File: config.mk
export PLATFORM = sky130hd
export DESIGN_NAME = attack2_hit_detector_flat
export DESIGN_NICKNAME = d
export VERILOG_FILES = /design/src/rtl/attack2_hit_detector_if.sv /design/src/rtl/attack2_hit_detector.sv /design/src/flat_wrapper.sv
export SDC_FILE = /design/constraint.sdc
export NUM_CORES = 1
export LEC_CHECK = 0
export ABC_CLOCK_PERIOD_IN_PS = 7150
export CORE_UTILIZATION = 50
export CTS_BUF_LIST = sky130_fd_sc_hd__clkbuf_4
export DETAILED_ROUTE_END_ITERATION = 7
export GPL_TIMING_DRIVEN = 0
export PLACE_DENSITY_LB_ADDON = 0.2
export SKIP_LAST_GASP = 1
export SYNTH_ARGS = -nofsm -noshare
export SYNTH_HDL_FRONTEND = slang
export SYNTH_SLANG_ARGS = --single-unit
export TNS_END_PERCENT = 1
File: constraint.sdc
create_clock -name Clk -period 7.15 [get_ports Clk]
set_input_delay 1.0725 -clock Clk [delete_from_list [all_inputs] [get_ports Clk]]
set_output_delay 1.0725 -clock Clk [all_outputs]
set_load 0.1 [all_outputs]
File: src/rtl/attack2_hit_detector_if.sv
// Bus between the X-key projectile, the enemy bank and attack2_hit_detector.
// The detector uses the slave modport; the projectile/enemy-bank side uses master.
interface attack2_hit_detector_if #(
    parameter int IDX_W = 3
) ();
    logic             game_frame_clk_rising_edge;
    logic             Obj_On;
    logic [8:0]       Obj_X_Pos;
    logic [8:0]       Obj_Y_Pos;
    logic [3:0]       Game_Level;
    logic [IDX_W-1:0] Enemy_Idx;
    logic [8:0]       Enemy_X;
    logic [8:0]       Enemy_Y;
    logic             Enemy_Alive;
    logic             One_Enemy_Is_Attacked2;
    logic             Enemy_Hit_Valid;
    logic [IDX_W-1:0] Enemy_Hit_Idx;
    logic [4:0]       Enemy_Damage;
    logic [15:0]      Score;

    modport master (
        output game_frame_clk_rising_edge, Obj_On, Obj_X_Pos, Obj_Y_Pos, Game_Level,
        output Enemy_X, Enemy_Y, Enemy_Alive,
        input  Enemy_Idx, One_Enemy_Is_Attacked2, Enemy_Hit_Valid, Enemy_Hit_Idx,
        input  Enemy_Damage, Score
    );

    modport slave (
        input  game_frame_clk_rising_edge, Obj_On, Obj_X_Pos, Obj_Y_Pos, Game_Level,
        input  Enemy_X, Enemy_Y, Enemy_Alive,
        output Enemy_Idx, One_Enemy_Is_Attacked2, Enemy_Hit_Valid, Enemy_Hit_Idx,
        output Enemy_Damage, Score
    );
endinterface

File: src/rtl/attack2_hit_detector.sv
// Per-frame projectile vs. enemy-bank collision scan; first hit pulses once and issues one damage command.
// Optional HIT_SCORE_EN builds a saturating accumulated-damage Score register.
module attack2_hit_detector #(
    parameter int NUM_ENEMIES = 8,
    parameter int IDX_W       = 3,
    parameter int PROJ_SIZE   = 25,
    parameter int ENEMY_SIZE  = 20,
    parameter int DAMAGE_BASE = 1
) (
    input logic                    Clk,
    input logic                    Reset,
    attack2_hit_detector_if.slave  bus
);
    typedef enum logic [1:0] {
        IDLE   = 2'd0,
        SCAN   = 2'd1,
        REPORT = 2'd2,
        LOCK   = 2'd3
    } state_e;

    localparam logic [IDX_W-1:0] LAST_IDX = IDX_W'(NUM_ENEMIES - 1);

    state_e           state_q, state_d;
    logic [IDX_W-1:0] idx_q, idx_d;
    logic [IDX_W-1:0] hit_idx_q, hit_idx_d;
    logic             pulse_q, pulse_d;
    logic [4:0]       dmg_q, dmg_d;

    logic [9:0] ox_s, oy_s, ex_s, ey_s;
    logic       overlap_s, hit_s;
    logic [5:0] dmg_sum_s;
    logic [4:0] dmg_sat_s;

    // Box overlap in 10 bits so positions near 511 cannot wrap; touching edges do not count.
    always_comb begin
        ox_s      = {1'b0, bus.Obj_X_Pos};
        oy_s      = {1'b0, bus.Obj_Y_Pos};
        ex_s      = {1'b0, bus.Enemy_X};
        ey_s      = {1'b0, bus.Enemy_Y};
        overlap_s = (ox_s < ex_s + 10'(ENEMY_SIZE)) && (ex_s < ox_s + 10'(PROJ_SIZE)) &&
                    (oy_s < ey_s + 10'(ENEMY_SIZE)) && (ey_s < oy_s + 10'(PROJ_SIZE));
        hit_s     = bus.Enemy_Alive & overlap_s;
        dmg_sum_s = 6'(DAMAGE_BASE) + {2'b00, bus.Game_Level};
        if (dmg_sum_s > 6'd31) begin
            dmg_sat_s = 5'd31;
        end else begin
            dmg_sat_s = dmg_sum_s[4:0];
        end
    end

    // Next-state and registered-output decode; the LOCK state is the per-projectile lockout.
    always_comb begin
        state_d   = state_q;
        idx_d     = idx_q;
        pulse_d   = 1'b0;
        hit_idx_d = hit_idx_q;
        dmg_d     = dmg_q;
        case (state_q)
            IDLE: begin
                idx_d = {IDX_W{1'b0}};
                if (bus.game_frame_clk_rising_edge && bus.Obj_On) begin
                    state_d = SCAN;
                end else begin
                    state_d = IDLE;
                end
            end
            SCAN: begin
                if (!bus.Obj_On) begin
                    state_d = IDLE;
                    idx_d   = {IDX_W{1'b0}};
                end else if (hit_s) begin
                    state_d   = REPORT;
                    pulse_d   = 1'b1;
                    hit_idx_d = idx_q;
                    dmg_d     = dmg_sat_s;
                    idx_d     = {IDX_W{1'b0}};
                end else if (idx_q == LAST_IDX) begin
                    state_d = IDLE;
                    idx_d   = {IDX_W{1'b0}};
                end else begin
                    idx_d = idx_q + IDX_W'(1);
                end
            end
            REPORT: begin
                state_d = LOCK;
            end
            LOCK: begin
                if (!bus.Obj_On) begin
                    state_d = IDLE;
                end else begin
                    state_d = LOCK;
                end
            end
            default: begin
                state_d = IDLE;
                idx_d   = {IDX_W{1'b0}};
            end
        endcase
    end

    // State and output registers.
    always_ff @(posedge Clk) begin
        if (Reset) begin
            state_q   <= IDLE;
            idx_q     <= {IDX_W{1'b0}};
            hit_idx_q <= {IDX_W{1'b0}};
            pulse_q   <= 1'b0;
            dmg_q     <= 5'd0;
        end else begin
            state_q   <= state_d;
            idx_q     <= idx_d;
            hit_idx_q <= hit_idx_d;
            pulse_q   <= pulse_d;
            dmg_q     <= dmg_d;
        end
    end

    assign bus.Enemy_Idx              = idx_q;
    assign bus.One_Enemy_Is_Attacked2 = pulse_q;
    assign bus.Enemy_Hit_Valid        = pulse_q;
    assign bus.Enemy_Hit_Idx          = hit_idx_q;
    assign bus.Enemy_Damage           = dmg_q;

`ifdef HIT_SCORE_EN
    logic [15:0] score_q, score_d;
    logic [16:0] score_sum_s;

    // Score grows by the reported damage during REPORT, clamped at all-ones.
    always_comb begin
        score_sum_s = {1'b0, score_q} + {12'd0, dmg_q};
        if (state_q == REPORT) begin
            if (score_sum_s[16]) begin
                score_d = 16'hFFFF;
            end else begin
                score_d = score_sum_s[15:0];
            end
        end else begin
            score_d = score_q;
        end
    end

    // Score register, cleared only by reset.
    always_ff @(posedge Clk) begin
        if (Reset) begin
            score_q <= 16'd0;
        end else begin
            score_q <= score_d;
        end
    end

    assign bus.Score = score_q;
`else
    assign bus.Score = 16'd0;
`endif

endmodule

File: src/flat_wrapper.sv
// flat-port wrapper written by rule: the top's interface ports become plain ports
module attack2_hit_detector_flat 
#(
    parameter int NUM_ENEMIES = 8,
    parameter int IDX_W       = 3,
    parameter int PROJ_SIZE   = 25,
    parameter int ENEMY_SIZE  = 20,
    parameter int DAMAGE_BASE = 1
)
  (Clk, Reset, bus_game_frame_clk_rising_edge, bus_Obj_On, bus_Obj_X_Pos, bus_Obj_Y_Pos, bus_Game_Level, bus_Enemy_X, bus_Enemy_Y, bus_Enemy_Alive, bus_Enemy_Idx, bus_One_Enemy_Is_Attacked2, bus_Enemy_Hit_Valid, bus_Enemy_Hit_Idx, bus_Enemy_Damage, bus_Score);
  attack2_hit_detector_if #(.IDX_W(IDX_W)) bus_i ();
  input logic Clk;
  input logic Reset;
  input wire logic [$bits(bus_i.game_frame_clk_rising_edge)-1:0] bus_game_frame_clk_rising_edge;
  input wire logic [$bits(bus_i.Obj_On)-1:0] bus_Obj_On;
  input wire logic [$bits(bus_i.Obj_X_Pos)-1:0] bus_Obj_X_Pos;
  input wire logic [$bits(bus_i.Obj_Y_Pos)-1:0] bus_Obj_Y_Pos;
  input wire logic [$bits(bus_i.Game_Level)-1:0] bus_Game_Level;
  input wire logic [$bits(bus_i.Enemy_X)-1:0] bus_Enemy_X;
  input wire logic [$bits(bus_i.Enemy_Y)-1:0] bus_Enemy_Y;
  input wire logic [$bits(bus_i.Enemy_Alive)-1:0] bus_Enemy_Alive;
  output wire logic [$bits(bus_i.Enemy_Idx)-1:0] bus_Enemy_Idx;
  output wire logic [$bits(bus_i.One_Enemy_Is_Attacked2)-1:0] bus_One_Enemy_Is_Attacked2;
  output wire logic [$bits(bus_i.Enemy_Hit_Valid)-1:0] bus_Enemy_Hit_Valid;
  output wire logic [$bits(bus_i.Enemy_Hit_Idx)-1:0] bus_Enemy_Hit_Idx;
  output wire logic [$bits(bus_i.Enemy_Damage)-1:0] bus_Enemy_Damage;
  output wire logic [$bits(bus_i.Score)-1:0] bus_Score;
  assign bus_i.game_frame_clk_rising_edge = bus_game_frame_clk_rising_edge;
  assign bus_i.Obj_On = bus_Obj_On;
  assign bus_i.Obj_X_Pos = bus_Obj_X_Pos;
  assign bus_i.Obj_Y_Pos = bus_Obj_Y_Pos;
  assign bus_i.Game_Level = bus_Game_Level;
  assign bus_i.Enemy_X = bus_Enemy_X;
  assign bus_i.Enemy_Y = bus_Enemy_Y;
  assign bus_i.Enemy_Alive = bus_Enemy_Alive;
  assign bus_Enemy_Idx = bus_i.Enemy_Idx;
  assign bus_One_Enemy_Is_Attacked2 = bus_i.One_Enemy_Is_Attacked2;
  assign bus_Enemy_Hit_Valid = bus_i.Enemy_Hit_Valid;
  assign bus_Enemy_Hit_Idx = bus_i.Enemy_Hit_Idx;
  assign bus_Enemy_Damage = bus_i.Enemy_Damage;
  assign bus_Score = bus_i.Score;
  attack2_hit_detector #(.NUM_ENEMIES(NUM_ENEMIES), .IDX_W(IDX_W), .PROJ_SIZE(PROJ_SIZE), .ENEMY_SIZE(ENEMY_SIZE), .DAMAGE_BASE(DAMAGE_BASE)) u_core (.Clk(Clk), .Reset(Reset), .bus(bus_i));
endmodule
### Yosys cells after proc, flatten, opt, wreduce, memory -nomap -nowiden

Index checks and enable logic that the tools add are counted.

* $add $sub $neg: 6
* magnitude comparators: 5
* equal/unequal tests: 5
* mux-type cells: 12
* bitwise operators: 3
* reductions and logical operators: 8

Operator list (number)
* $add A9 B5 Y10 const B: 4
* $lt A9 B10 Y1: 4
* $mux W3: 3
* $mux W2: 4
* $pmux W2 S4: 1
* $gt A6 B5 Y1 const B: 1
* $pmux W3 S2: 1
* $add A1 B4 Y5 const A: 1
* $mux W5: 1
* $eq A2 B2 Y1 const B: 2
* $logic_and A1 B1 Y1: 4
* $ne A4 B2 Y1 const B: 1
* $add A3 B1 Y3 const B: 1
* $eq A3 B3 Y1 const B: 1
* $reduce_and A3 Y1: 1
* $reduce_or A3 Y1: 1
* $eq A2 B1 Y1 const B: 1
* $logic_not A2 Y1: 1
* $mux W1: 2
* $not A1 Y1: 2
* $reduce_bool A2 Y1: 1
* $and A1 B1 Y1: 1

* register bits after elaboration: 14
* input port bits: 45
* output and inout bits: 29
* word-level logic and storage cells: 44

### Depth between registers and ports, before layout

Gate-level depths: netlist of run 1.

* depth in word-level cells: 9
* mapped depth: 12
* depth with buffers taken out: 12

### Worst setup path after synthesis of run 1

No wires, ideal clock.

* kind: input -> register
* start: input bus_Obj_Y_Pos[0]
* end: register u_core.dmg_q[4] (netlist: u_core.bus.Enemy_Damage[4])
* setup time: 0.070 ns
* arrival: 3.346 ns
* data required time: 7.080 ns
* path slack: 3.733 ns
* cell stages on the path: 11
* path buffers: 0
* cell sequence: ha_1 > a21oi_1 > nand2b_1 > nand4_1 > xor2_1 > ha_1 > a211oi_1 > nand4_1 > a22o_4 > or4_1 > a21oi_1

* longest elaborated chain between the ends: 5
* elaborated cells on any way between the ends: 7
* classes of those cells: add/sub: 1; order compare: 2; bitwise: 1; reduce/logical: 3

RTL lines
* start, declared: line flat_wrapper.sv:17 `input wire logic [$bits(bus_i.Obj_Y_Pos)-1:0] bus_Obj_Y_Pos;`
* $add A9 B5 Y10 / $lt A9 B10 Y1 (equally long branches): line attack2_hit_detector.sv:41 `(oy_s < ey_s + 10'(ENEMY_SIZE)) && (ey_s < oy_s + 10'(PROJ_SIZE));`
* $lt A9 B10 Y1 / $logic_and A1 B1 Y1 (equally long branches): line attack2_hit_detector.sv:41, attack2_hit_detector.sv:40
* $logic_and A1 B1 Y1 (*): line attack2_hit_detector.sv:41
* $and A1 B1 Y1 (*): line attack2_hit_detector.sv:42 `hit_s = bus.Enemy_Alive & overlap_s;`
* $reduce_and A3 Y1 (no source line) (*)
* end signal, assigned: line attack2_hit_detector.sv:114 `dmg_q <= dmg_d;`
* end, declared: line attack2_hit_detector.sv:27 `logic [4:0] dmg_q, dmg_d;`

Mark *: on every way between the ends. The rest lies on a longest branch, timed or not.
A chain may end at the register's enable or synchronous reset.

### Final worst setup path of run 1

* start: input bus_Obj_X_Pos[2]
* end: register u_core.hit_idx_q[0] (netlist: u_core.bus.Enemy_Hit_Idx[0])

* longest elaborated chain between the ends: 7
* elaborated cells on any way between the ends: 8
* classes of those cells: add/sub: 1; order compare: 2; bitwise: 1; reduce/logical: 4

RTL lines
* start, declared: line flat_wrapper.sv:16 `input wire logic [$bits(bus_i.Obj_X_Pos)-1:0] bus_Obj_X_Pos;`
* $add A9 B5 Y10: line attack2_hit_detector.sv:40 `overlap_s = (ox_s < ex_s + 10'(ENEMY_SIZE)) && (ex_s < ox_s + 10'(PROJ_SIZE)) &&`
* $lt A9 B10 Y1: line attack2_hit_detector.sv:40
* $logic_and A1 B1 Y1 (*) (2 in a row): line attack2_hit_detector.sv:40
* $logic_and A1 B1 Y1 (*): line attack2_hit_detector.sv:41
* $and A1 B1 Y1 (*): line attack2_hit_detector.sv:42
* $reduce_and A3 Y1 (no source line) (*)
* end signal, assigned: line attack2_hit_detector.sv:106 `hit_idx_q <= {IDX_W{1'b0}};`
* end signal, assigned: line attack2_hit_detector.sv:112 `hit_idx_q <= hit_idx_d;`
* end, declared: line attack2_hit_detector.sv:25 `logic [IDX_W-1:0] hit_idx_q, hit_idx_d;`

Marked as above.

==> flow_summary.yaml, run 1 <==
run_status:
  status: "complete, no violations"
clock_network:
  cts_buffer_depth: 2
  postCtsSetupBuffers: 0
  cts_resized: 0
  htreeDepth: 1
  cts_tree: "built"
  holdBufCountCts: 0
  cts.sinks: 14
  numCtsBuffers: 3
  clk_pin_slew_worst_paths_ns: 0.07
  cts_root_buf: "clkbuf_4"
  clock_latency_ns: 0.27
floorplan:
  rows: 22
  core_area_sq_um: 3689
  io_pins: 74
  die_w_um: 64.28
  start_util_pct: 52.58
  die_area_sq_um: 4132
  die_h_um: 64.28
finish:
  final_cell_mix: "clkdlybuf4s50_1 (57), ha_1 (40), nand2_1 (20)"
  fin_area_sq_um: 2649
  drive_gt1_share_pct: 8.795
  n_fill_cell: 341
  register_area_sq_um: 280.3
  area_growth_pct: 36.58
  antennaDiodeCount: 0
  multi_input_area_sq_um: 1543
  layout_commonest_cell: "clkdlybuf4s50_1"
  layout.nets: 394
synth:
  avgSynthCellArea_sq_um: 8.359
  ys.flop_type: "dfxtp_1"
  yosys_warnings: 0
  syn_area_sq_um: 1939
  synth-seq-cells: 14
  yosysSeqAreaShare_pct: 14.45
  syn_inst: 232
  synth_enable_flop_cells: 0
  ys_types: 40
  synthArstFlopShare_pct: 0
detailed_routing:
  drtIter0Drc: 34
  drc_errors: 0
  antenna_left: 0
  wl_um: 4229
  drt_pass1_iterations: 4
  vias: 1926
  routed_via_density: 5.425
  wl_per_cell_um: 11.91
timing:
  skew_ns: 0.004352
  fmax_ghz: 0.2523
  slew_headroom_pct: 33.72
  hold_viol: 0
  grt_setup_unrepaired: "false"
  setup-tns-final_ns: 0
  setup_viol: 0
  fin_crit_sh_pct: 55.44
  period_needed_ns: 3.964
  slew_viol_final: 0
  setup_ws_ns: 3.186
  worst_slew_pin_slew_ns: 0.9912
grt:
  grt_first_pass_wirelength_um: 7769
  grt_pass1_vias: 1901
  grt_usage_pct: 22.91
  gr-total-overflow: 0
  grt_max_degree: 11
  antenna_found_initial: 0
worst_setup_path:
  critPathArrivalTime_ns: 4.16
  cp_max_fo: 7
  r2r-start: "u_core.state_q[1]"
  crit_required_ns: 7.35
  startpoint: "bus_Obj_X_Pos[2]"
  start_kind: "input pin"
  worstSetupPathType: "in2reg"
  critPathCaptureType: "flop"
  reg2regPathDepth: 4
power_and_ir_drop:
  power-per-cell-area_nw_per_um2: 116.7
  ir_drop_mv: 0.1095
  p_leak_uw: 0.001133
placement:
  io_buffers: 57
  pre_cts_ws_ns: 2.863
  gp_congestion: 0.7732
  place_hpwl_um: 3587
  place_area_sq_um: 2626
job:
  maxCapViolCount: 0
worst_hold_path:
  hold_depth: 2
  hp-start: "u_core.bus.Enemy_Hit_Idx[1]"
  hp-class: "reg2reg"
[cells in the mapped netlist, types with 4 or more instances]
master     n  area share (%)
a211oi_1   7             2.7
a21oi_1   11             2.8
a31oi_1    7             2.3
buf_4     17             6.6
dfxtp_1   14              14
ha_1      40              26
inv_1      9             1.7
nand2_1   20             3.9
nand2b_1   4             1.3
nand3_1    6             1.5
nand4_1    4             1.3
nor2_1    12             2.3
nor3b_1    4             1.5
o211ai_1   7             2.7
o21ai_0   11             2.8
xnor2_1   12             5.4
xor2_1    14             6.3
[cell families after synthesis]
group | synth area share [%]
other | 0.1934
buffers and inverters | 8.903
flip-flops | 14.45
adder cells (fa/ha/maj) | 25.81
XOR/XNOR | 11.74
AO/OA/AOI/OAI | 23.48
multiplexers | 1.032
AND/OR/NAND/NOR | 14.39
[final timing paths]
| kind | slack [ns] | to |
|---|---|---|
| max | 3.19 | u_core.bus.Enemy_Hit_Idx[0] |
| min | 0.47 | u_core.bus.Enemy_Hit_Idx[1] |
| max reg2reg | 5.73 | u_core.bus.Enemy_Hit_Idx[0] |
| min reg2reg | 0.47 | u_core.bus.Enemy_Hit_Idx[1] |
[through the flow]
step / instances / util, % / hold WS, ns / total power (uW)
floorplan: 247 / - / 0.4720 / 212.4
global placement: 352 / 71.20 / 0.4552 / 262.8
detailed placement: 352 / 71.20 / 0.4591 / 267.3
CTS: 355 / 71.81 / 0.4698 / 310.7
global route: 355 / 71.81 / 0.5009 / 336.3
finish: 355 / 71.81 / 0.4667 / 309.1
[power by group]
part           switching, uW  leakage, uW  internal (uW)
clock network           23.3    0.0000138           19.5
registers               1.30     0.000113           79.2
logic                    112      0.00101           74.0
[flip-flops by register name, indices dropped and copies added (netlist names)]
register                    flops
u_core.bus.Enemy_Damage         5
u_core.bus.Enemy_Idx            3
u_core.bus.Enemy_Hit_Valid      1
u_core.state_q                  2
u_core.bus.Enemy_Hit_Idx        3
[layer usage]
metal	vias up	track usage (%)	routed length [um]
met5	-	0	0
met4	0	4.444	45
met3	6	3.214	197
met2	55	43.42	2094
met1	882	26.90	1891
li1	983	-	-
[critical path: stages]
cell             delay (ns)
clkdlybuf4s50_1        0.49
nand3_1                0.16
nor3b_1                0.47
nor2_1                 0.12
xnor2_1                0.15
ha_1                   0.29
a211oi_1               0.23
o21ai_0                0.11
a21oi_1                0.21
o22ai_2                0.18
nor3_2                 0.43
mux2i_1                0.24
[layout make-up]
| class | instances | area share [%] |
|---|---|---|
| multi-input combinational | 204 | 58.24 |
| timing repair buffer | 57 | 21.54 |
| sequential | 14 | 10.58 |
| buffer | 19 | 5.102 |
| tap | 48 | 2.267 |
| inverter | 10 | 1.417 |
| clock buffer | 3 | 0.8503 |
Note: power is estimated with default switching activity, not from simulation.
==> run 2, diff against run 1 <==
Settings changed: ABC_CLOCK_PERIOD_IN_PS 7150 to 3700, CORE_UTILIZATION 50 to 46.
Clock period 7.15 ns to 3.7 ns, I/O delays scaled along.
==> flow_summary.yaml, run 2 (synthesis results as in run 1) <==
run_status:
  status: "complete, no violations"
detailed_routing:
  drtIter0Drc: 47
  antenna_left: 0
  wl_um: 4112
  drc_errors: 0
  drt_pass1_iterations: 4
  routed_via_density: 5.212
  vias: 1866
  wl_per_cell_um: 11.49
clock_network:
  cts_tree: "built"
  clk_pin_slew_worst_paths_ns: 0.08
  postCtsSetupBuffers: 0
  numCtsBuffers: 3
  htreeDepth: 1
  cts_buffer_depth: 2
  holdBufCountCts: 0
  cts_root_buf: "clkbuf_4"
  cts_resized: 0
  clock_latency_ns: 0.28
  cts.sinks: 14
worst_setup_path:
  r2r_end: "u_core.bus.Enemy_Damage[4]"
  critPathCaptureType: "flop"
  start_kind: "input pin"
  r2r-start: "u_core.state_q[1]"
  r2r_slack_ns: 2.22
  cp_common_cell: "a21oi_1"
  crit_cells: 12
  crit_end: "u_core.bus.Enemy_Damage[4]"
  reg2regPathDepth: 4
  path_delay_family: "simple AND/OR/NAND/NOR gates"
  critPathMaxStageDelay_ns: 0.53
  crit_required_ns: 3.91
  worstSetupPathType: "in2reg"
  startpoint: "bus_Obj_X_Pos[2]"
  cpMaxStageDelayCell: "or4_1"
  cp_max_fo: 7
  path_cells: "clkdlybuf4s50_1 -> nand3_1 -> nor3b_1 -> nor2_1 -> xnor2_1 -> ha_1 -> a211oi_1 -> o21ai_0 -> a21oi_1 -> o22ai_2 -> or4_1 -> a21oi_1"
  critPathArrivalTime_ns: 3.69
  crit_buf_inv: 1
job:
  maxCapViolCount: 0
finish:
  layout_commonest_cell: "clkdlybuf4s50_1"
  final_cell_mix: "clkdlybuf4s50_1 (57), ha_1 (40), nand2_1 (20)"
  layout.nets: 394
  antennaDiodeCount: 0
  area_growth_pct: 37.23
  multi_input_area_sq_um: 1549
  largest_register_ffs: 5
  n_fill_cell: 344
  drive_gt1_share_pct: 8.766
  register_area_sq_um: 280.3
floorplan:
  start_util_pct: 48.14
  die_w_um: 66.93
  die_area_sq_um: 4480
  core_area_sq_um: 4029
  io_pins: 74
  rows: 23
  die_h_um: 66.93
grt:
  grt_first_pass_wirelength_um: 6955
  grt_pass1_vias: 1747
  antenna_found_initial: 0
  gr-total-overflow: 0
  grt_usage_pct: 19.65
  grt_max_degree: 11
power_and_ir_drop:
  ir_drop_mv: 0.2210
  power.total_uw: 602.7
  power-per-cell-area_nw_per_um2: 226.5
  p_leak_uw: 0.001140
timing:
  slew_headroom_pct: 33.49
  period_needed_ns: 3.472
  hold_viol: 0
  fin_crit_sh_pct: 93.84
  skew_ns: 0.003437
  fmax_ghz: 0.2880
  slew_viol_final: 0
  hold_ws_ns: 0.4602
  setup_viol: 0
  worst_slew_pin_slew_ns: 0.9946
  grt_setup_unrepaired: "false"
worst_hold_path:
  hold_depth: 2
  hp-class: "reg2reg"
placement:
  place_hpwl_um: 3518
  gp_congestion: 0.8468
  io_buffers: 57
run 2: cell types whose count changed in the layout (fill, tap and decap cells not counted):
| cell | delta |
|---|---|
| clkinv_1 | +1 |
| nor3_4 | +1 |
| nor3_2 | -1 |
run 2: report_power, final:
part	internal (uW)	switching, uW	total, uW	leakage [uW]
Combinational	143	216	359	0.00101
Sequential	153	2.43	156	0.000113
Clock	39.2	49.1	88.2	0.0000154
run 2: worst min-delay path by stage:
stage | start | to
after floorplan | u_core.state_q[1] | u_core.bus.Enemy_Idx[2]
after global placement | u_core.bus.Enemy_Hit_Idx[1] | u_core.bus.Enemy_Hit_Idx[1]
after detailed placement | u_core.bus.Enemy_Hit_Idx[0] | u_core.bus.Enemy_Hit_Idx[0]
after CTS | u_core.bus.Enemy_Hit_Idx[0] | u_core.bus.Enemy_Hit_Idx[0]
after global routing | u_core.bus.Enemy_Damage[4] | u_core.bus.Enemy_Damage[4]
final | u_core.bus.Enemy_Hit_Idx[0] | u_core.bus.Enemy_Hit_Idx[0]
run 2: tightest hold or removal path, cell delays in order, from the launching register on:
cell     delay, ns
dfxtp_1       0.32
nand2_1       0.05
mux2i_1       0.05
run 2: metal layers:
metal | vias to the layer above | share of wire, % | track usage, %
met5 | - | 0 | 0
met4 | 0 | 0 | 2.128
met3 | 0 | 4.8 | 3.253
met2 | 50 | 50 | 38.13
met1 | 833 | 45 | 22.64
li1 | 983 | - | -
run 2: layout make-up:
class | instances | area share [%]
Clock buffer | 3 | 0.8463
Inverter | 10 | 1.410
Multi-Input combinational cell | 204 | 58.20
Buffer | 19 | 5.078
Timing Repair Buffer | 57 | 21.44
Sequential cell | 14 | 10.53
Tap cell | 50 | 2.351
Clock inverter | 1 | 0.1410
run 2: per-stage QoR:
stage	area [sq um]	setup WS (ns)	cells	setup TNS (ns)	utilization, %
after floorplan	1996	0.8010	247	0	-
after global placement	2629	0.004843	354	0	65.25
after detailed placement	2629	-0.04081	354	-0.1388	65.25
after CTS	2655	0.2541	358	0	65.90
after global routing	2661	0.04886	358	0	66.06
final	2661	0.2280	358	0	66.06
